--- src/rtl/pp3_pad_filter.sv ---
// pp3_pad_filter
// Input conditioning for a PP3 pad. It takes the O output of an input-mode
// SYN_PAD, brings that asynchronous level into the IQC domain, and rejects
// glitches. A new level reaches Q only after the synchronised level has
// differed from Q on FILTER_CYCLES consecutive enabled edges.
//
// Ports
//   IQC  : clock, rising edge
//   IQR  : synchronous active-high reset (takes priority over IQE)
//   IQE  : filter enable; when low, the FSM, counter and Q hold and the
//          strobes are 0. The synchroniser keeps shifting.
//   I    : raw pad level, asynchronous to IQC
//   Q    : filtered, synchronised level, driven straight from one flop
//   RISE : one-cycle strobe in the cycle where Q has just gone 0->1
//   FALL : one-cycle strobe in the cycle where Q has just gone 1->0
//
// Build option
//   PP3_PAD_FILTER_EDGE_EN : when defined, the RISE/FALL strobe flops are
//   built. When undefined, RISE and FALL are tied to 0 and no strobe flops
//   exist. Q behaves the same in both builds.
module pp3_pad_filter #(
  parameter int   SYNC_STAGES   = 2,    // 2..4
  parameter int   FILTER_CYCLES = 4,    // 1..255
  parameter logic INIT          = 1'b0
) (
  input  logic IQC,
  input  logic IQR,
  input  logic IQE,
  input  logic I,
  output logic Q,
  output logic RISE,
  output logic FALL
);

  localparam int CNT_W = $clog2(FILTER_CYCLES + 1);
  localparam logic [CNT_W-1:0] CNT_LAST = CNT_W'(FILTER_CYCLES - 1);
  localparam logic [CNT_W-1:0] CNT_MAX  = CNT_W'(FILTER_CYCLES);
  localparam logic [CNT_W-1:0] CNT_ONE  = CNT_W'(1);

  typedef enum logic {
    STEADY  = 1'b0,
    QUALIFY = 1'b1
  } state_t;

  logic [SYNC_STAGES-1:0] sync_q, sync_d;
  state_t                 state_q, state_d;
  logic [CNT_W-1:0]       cnt_q, cnt_d;
  logic                   q_q, q_d;
  logic                   s;

  // Synchroniser: shifts on every edge, whatever IQE is doing.
  assign sync_d = {sync_q[SYNC_STAGES-2:0], I};
  assign s      = sync_q[SYNC_STAGES-1];

  // Qualification FSM. Nothing moves on an edge where IQE is low, so a
  // qualification run counts only enabled edges and resumes where it left off.
  always_comb begin
    state_d = state_q;
    cnt_d   = cnt_q;
    q_d     = q_q;
    if (IQE) begin
      case (state_q)
        STEADY: begin
          cnt_d = '0;
          if (s != q_q) begin
            if (FILTER_CYCLES == 1) begin
              q_d = s;
            end else begin
              state_d = QUALIFY;
              cnt_d   = CNT_ONE;
            end
          end
        end
        QUALIFY: begin
          if (s == q_q) begin
            // Level came back before qualifying: drop the run silently.
            state_d = STEADY;
            cnt_d   = '0;
          end else if (cnt_q == CNT_LAST) begin
            q_d     = s;
            cnt_d   = '0;
            state_d = STEADY;
          end else if (cnt_q != CNT_MAX) begin
            cnt_d = cnt_q + CNT_ONE;
          end
        end
        default: begin
          state_d = STEADY;
          cnt_d   = '0;
        end
      endcase
    end
  end

  always_ff @(posedge IQC) begin
    if (IQR) begin
      sync_q  <= {SYNC_STAGES{INIT}};
      state_q <= STEADY;
      cnt_q   <= '0;
      q_q     <= INIT;
    end else begin
      sync_q  <= sync_d;
      state_q <= state_d;
      cnt_q   <= cnt_d;
      q_q     <= q_d;
    end
  end

  assign Q = q_q;

`ifdef PP3_PAD_FILTER_EDGE_EN
  logic rise_q, rise_d;
  logic fall_q, fall_d;

  // Strobes are registered next to Q, so they are high exactly in the cycle
  // where Q shows its new value. Reset never produces a strobe.
  always_comb begin
    rise_d = IQE & q_d & ~q_q;
    fall_d = IQE & ~q_d & q_q;
  end

  always_ff @(posedge IQC) begin
    if (IQR) begin
      rise_q <= 1'b0;
      fall_q <= 1'b0;
    end else begin
      rise_q <= rise_d;
      fall_q <= fall_d;
    end
  end

  assign RISE = rise_q;
  assign FALL = fall_q;
`else
  assign RISE = 1'b0;
  assign FALL = 1'b0;
`endif

endmodule

--- config.mk ---
export PLATFORM = sky130hd
export DESIGN_NAME = pp3_pad_filter
export DESIGN_NICKNAME = d
export VERILOG_FILES = /design/src/rtl/pp3_pad_filter.sv
export SDC_FILE = /design/constraint.sdc
export NUM_CORES = 1
export LEC_CHECK = 0
export CORE_AREA = 5 5 42 44
export CTS_BUF_LIST = sky130_fd_sc_hd__clkbuf_16
export CTS_CLUSTER_DIAMETER = 100
export CTS_CLUSTER_SIZE = 10
export DETAILED_ROUTE_END_ITERATION = 10
export DIE_AREA = 0 0 47 49
export PLACE_DENSITY = 0.6
export SYNTH_ARGS = -nofsm -noshare
export SYNTH_HDL_FRONTEND = slang
export SYNTH_SLANG_ARGS = --single-unit
--- constraint.sdc ---
create_clock -name IQC -period 2.9 [get_ports IQC]
set_clock_uncertainty 0.1 [all_clocks]
set_input_delay 0.58 -clock IQC [delete_from_list [all_inputs] [get_ports IQC]]
set_output_delay 0.58 -clock IQC [all_outputs]
set_load 0.01 [all_outputs]
==> impl_metrics.env, run 1 <==
export IMPL_cellLeakagePower_nw=0.197
export IMPL_ant_nets=0
export IMPL_ios=7
export IMPL_status="completed"
export IMPL_endpoint_kind="output port"
export IMPL_power_internal_mw=0.285
export IMPL_rsz0062_at_grt="false"
export IMPL_synth_top_family_by_area="simple AND/OR/NAND/NOR gates"
export IMPL_yosys_warnings=0
export IMPL_synth_simple_area_share_pct=30.4
export IMPL_crit_slowest_cell="clkdlybuf4s50_1"
export IMPL_port_buffers=4
export IMPL_dieArea_um2=2300
export IMPL_combPwrFrac_pct=3.9
export IMPL_synth_area_leader_cell="dfxtp_1"
export IMPL_drive_above_1_share_pct=10.4
export IMPL_dp_hpwl_um=477
export IMPL_clock_sinks=7
export IMPL_finalWirelength_um=680
export IMPL_fmax_ghz=0.540
export IMPL_synth_fa_ha_area_share_pct=6.47
export IMPL_cp_max_fo=3
export IMPL_yosysTopAreaCellShare_pct=36.2
export IMPL_areaGrowthSynthToFinish_pct=31.7
export IMPL_start_util_pct=27.6
export IMPL_cts_tree="built"
export IMPL_crit_path_max_incr_delay_ns=0.56
export IMPL_critPathKind="reg -> out"
export IMPL_power_share_switching_pct=17.8
export IMPL_antenna_found_initial=0
export IMPL_drc=0
export IMPL_fill_cells=150
export IMPL_rows=14
export IMPL_grt_pass1_vias=265
export IMPL_grt_remaining_overflow=0
export IMPL_clockRootBuffer="clkbuf_16"
export IMPL_synth_cell_type_count=22
export IMPL_path_cells="clkdlybuf4s50_1"
export IMPL_cts_resized=0
export IMPL_finalSetupTns_ns=0
export IMPL_synth_xor_area_share_pct=4.21
export IMPL_p_per_area_nw_per_um2=681
export IMPL_arrival_ns=1.17
export IMPL_peakVddDrop_mv=0.345
export IMPL_path_clk_slew_ns=0.04
export IMPL_startpoint_type="flip-flop"
export IMPL_final_common_cell="dfxtp_1"
export IMPL_rrSetupSlack_ns=1.45
export IMPL_die_h_um=49
export IMPL_grt_max_degree=9
export IMPL_synthCells=42
export IMPL_hold_buffers=0
export IMPL_slew_viol_final=0
export IMPL_synth_compound_area_share_pct=9.39
export IMPL_crit_family="buffers and inverters"
export IMPL_finalCritPeriodShare_pct=63.9
export IMPL_avgSynthCellArea_um2=9.21
export IMPL_cts_buffer_depth=2
export IMPL_first_pass_iters=4
export IMPL_finalHoldViolCount=0
export IMPL_viasPerCell=4.63
export IMPL_diodes=0
export IMPL_clock_latency_ns=0.23
export IMPL_wire_per_inst_um=10.6
export IMPL_syn_area_um2=387
export IMPL_synth_ff_latch_count=7
export IMPL_ys_seq_area_share_pct=36.2
export IMPL_max_cap_viol_count=0
export IMPL_min_period_ns=1.85
export IMPL_required_ns=2.22
export IMPL_power_switching_mw=0.0617
export IMPL_nets=55
export IMPL_num_vias=296
export IMPL_holdCritPathClass="reg -> reg"
export IMPL_grt_total_usage_pct=6.70
export IMPL_power_frac_clock_pct=67.1
export IMPL_final_cell_mix="dfxtp_1 (7), a21oi_1 (4), nand2b_1 (4), clkdlybuf4s50_1 (4)"
export IMPL_place_congestion=0.664
export IMPL_synth_area_mux_share_pct=5.18
export IMPL_worst_path_buf_inv=1
export IMPL_drt_iter0_drc=4
export IMPL_setup_violations=0
export IMPL_power_total_mw=0.347
export IMPL_die_w_um=47
export IMPL_cts_buffers=3
export IMPL_h_tree_depth=1
export IMPL_post_cts_buffers=0
export IMPL_fp_coreArea_um2=1400
export IMPL_yosys_top_cells_area="dfxtp_1 (36%), ha_1 (6.5%), nand2b_1 (6.5%), a21oi_1 (5.2%), mux2i_1 (5.2%)"
export IMPL_grt_pass1_wl_um=1160
export IMPL_power_frac_seq_pct=29.0
-- sequential cells by signal (all words and copies together), names as in the netlist --
register and count:
Q 1, cnt_q 3, state_q 1, sync_q 2
-- through the flow --
step | instances | hold WS, ns | instance area, um^2 | worst slack [ns] | util (%)
6_report | 64 | 0.348 | 509 | 1.05 | 36.3
5_1_grt | 64 | 0.356 | 509 | 0.987 | 36.3
4_1_cts | 64 | 0.353 | 509 | 1.03 | 36.3
3_5_place_dp | 60 | 0.338 | 430 | 1.06 | 30.7
3_3_place_gp | 60 | 0.350 | 430 | 1.04 | 30.7
2_1_floorplan | 43 | 0.314 | 390 | 1.58 | -
-- worst paths after layout --
path              startpoint   endpoint  depth (start not counted)
hold / removal     sync_q[0]  sync_q[1]                          1
setup reg to reg    cnt_q[0]   cnt_q[1]                          5
hold reg to reg    sync_q[0]  sync_q[1]                          1
setup / recovery           Q          Q                          1
-- synthesized netlist by cell type (all sizes together) --
cell    instances
dfxtp           7
a21oi           4
nand2b          4
buf             3
nor2b           3
ha              2
inv             2
mux2i           2
nand2           2
nand3           2
a311oi          1
and3            1
and4bb          1
conb            1
nand3b          1
nand4b          1
nor2            1
nor3            1
nor4            1
o21bai          1
xor2            1
-- cell families after synthesis --
logic type,Yosys count
and+or+nand+nor,18
DFF,7
AOI/OAI and AO/OA,6
buffers and inverters,5
adders and majority gates,2
muxes,2
other,1
xor gates and xnor gates,1
-- power groups by stage --
stage                     Clock (mW)  Combinational [mW]  Sequential (mW)
after CTS                      0.237              0.0137            0.101
after global placement             0              0.0136            0.102
after floorplan                    0             0.00956            0.102
after global routing           0.241              0.0150            0.101
after detailed placement           0              0.0136            0.102
final                          0.233              0.0136            0.101
-- layer usage --
metal	global-route usage (%)	vias up	routed length (um)	part of all wire (%)
li1	-	151	-	-
met1	10.2	138	344	51
met2	8.37	7	295	43
met3	2.21	0	40	5.9
met4	2.76	0	0	0
met5	0	-	0	0
-- final cells by class --
class / count / area [um^2] / area share (%)
Multi-Input combinational cell: 31 / 223 / 43.7
Sequential cell: 7 / 140 / 27.5
Clock buffer: 3 / 75.1 / 14.7
Timing Repair Buffer: 4 / 40.0 / 7.86
Tap cell: 16 / 20.0 / 3.93
Inverter: 2 / 7.51 / 1.47
Clock inverter: 1 / 3.75 / 0.737
No activity file was read; power rests on OpenSTA's default activity.
==> run 2: changes to the inputs <==
clock period = 1.86 ns   (was 2.9 ns; I/O delays follow)
==> impl_metrics.env, run 2 (same netlist as run 1, synthesis figures left out) <==
export IMPL_cts_tree="built"
export IMPL_cp_max_fo=3
export IMPL_rsz0062_at_grt="false"
export IMPL_wire_per_inst_um=11.3
export IMPL_max_cap_viol_count=0
export IMPL_die_h_um=49
export IMPL_drive_above_1_share_pct=10.4
export IMPL_ant_nets=0
export IMPL_ios=7
export IMPL_viasPerCell=4.55
export IMPL_rows=14
export IMPL_place_congestion=0.810
export IMPL_worstRegToRegCells=5
export IMPL_dp_hpwl_um=488
export IMPL_clock_latency_ns=0.23
export IMPL_largest_reg_flops=3
export IMPL_status="completed"
export IMPL_finalCritPeriodShare_pct=88.7
export IMPL_crit_path_max_incr_delay_ns=0.57
export IMPL_nets=55
export IMPL_hold_depth=1
export IMPL_drt_iter0_drc=7
export IMPL_endpoint_kind="output port"
export IMPL_grt_max_degree=9
export IMPL_slew_viol_final=0
export IMPL_crit_cells=1
export IMPL_min_period_ns=1.65
export IMPL_setup_violations=0
export IMPL_num_vias=291
export IMPL_start_util_pct=27.6
export IMPL_fp_coreArea_um2=1400
export IMPL_hold_ws_ns=0.351
export IMPL_path_cells="clkdlybuf4s50_1"
export IMPL_finalHoldViolCount=0
export IMPL_crit_slowest_cell="clkdlybuf4s50_1"
export IMPL_top_register="cnt_q"
export IMPL_arrival_ns=1.18
export IMPL_clockRootBuffer="clkbuf_16"
export IMPL_grt_remaining_overflow=0
export IMPL_final_common_cell="dfxtp_1"
export IMPL_cellLeakagePower_nw=0.197
export IMPL_worst_path_buf_inv=1
export IMPL_die_w_um=47
export IMPL_required_ns=1.39
export IMPL_top_regs="cnt_q x3, sync_q x2"
export IMPL_cts_buffer_depth=2
export IMPL_finalSetupTns_ns=0
export IMPL_startpoint_type="flip-flop"
export IMPL_final_instance_count_excl_fill=64
export IMPL_antenna_found_initial=0
export IMPL_fmax_ghz=0.606
export IMPL_grt_pass1_vias=253
export IMPL_final_cell_mix="dfxtp_1 (7), a21oi_1 (4), nand2b_1 (4), clkdlybuf4s50_1 (4)"
export IMPL_clock_sinks=7
export IMPL_grt_pass1_wl_um=1120
export IMPL_dieArea_um2=2300
export IMPL_crit_family="buffers and inverters"
export IMPL_holdCritPathClass="reg -> reg"
export IMPL_hold_buffers=0
export IMPL_first_pass_iters=4
export IMPL_finalWirelength_um=724
export IMPL_port_buffers=4
export IMPL_h_tree_depth=1
export IMPL_diodes=0
export IMPL_grt_total_usage_pct=7.22
export IMPL_cts_buffers=3
export IMPL_path_clk_slew_ns=0.03
export IMPL_dp_cells=60
export IMPL_cts_resized=0
export IMPL_areaGrowthSynthToFinish_pct=31.7
export IMPL_critPathKind="reg -> out"
export IMPL_drc=0
export IMPL_post_cts_buffers=0
export IMPL_p_per_area_nw_per_um2=1060
export IMPL_peakVddDrop_mv=0.888
==> run 2: worst paths after layout <==
check | startpoint | endpoint | slack (ns)
worst max-delay path | Q | Q | 0.21
worst min-delay path | sync_q[0] | sync_q[1] | 0.35
worst max register to register | cnt_q[0] | cnt_q[1] | 0.40
worst min register to register | sync_q[0] | sync_q[1] | 0.35
==> run 2: power by group <==
part | leakage, nW | internal, mW | switching, mW
sequential | 0.0569 | 0.154 | 0.00274
combinational | 0.0982 | 0.0106 | 0.0103
clock | 0.0423 | 0.280 | 0.0817
==> run 2: routing by layer <==
metal  up-vias  GRT usage (%)  share of wire [%]
met1       132           9.38                 49
li1        152              -                  -
met4         0           4.15                  0
met5         -              0                  0
met2         7           8.14                 44
met3         0           5.54                5.9
==> run 2: through the flow <==
stage	setup slack, ns	utilization, %	power, mW	area [um^2]
2_1_floorplan	0.544	-	0.173	390
3_3_place_gp	0.283	30.7	0.180	430
3_5_place_dp	0.240	30.7	0.180	430
4_1_cts	0.201	36.3	0.546	509
5_1_grt	0.190	36.3	0.558	509
6_report	0.210	36.3	0.539	509
==> run 2: area by class of cell <==
class,instances,area (um^2)
Clock buffer,3,75.1
Clock inverter,1,3.75
Timing Repair Buffer,4,40.0
Fill cell,151,892
Multi-Input combinational cell,31,223
Inverter,2,7.51
Tap cell,16,20.0
Sequential cell,7,140
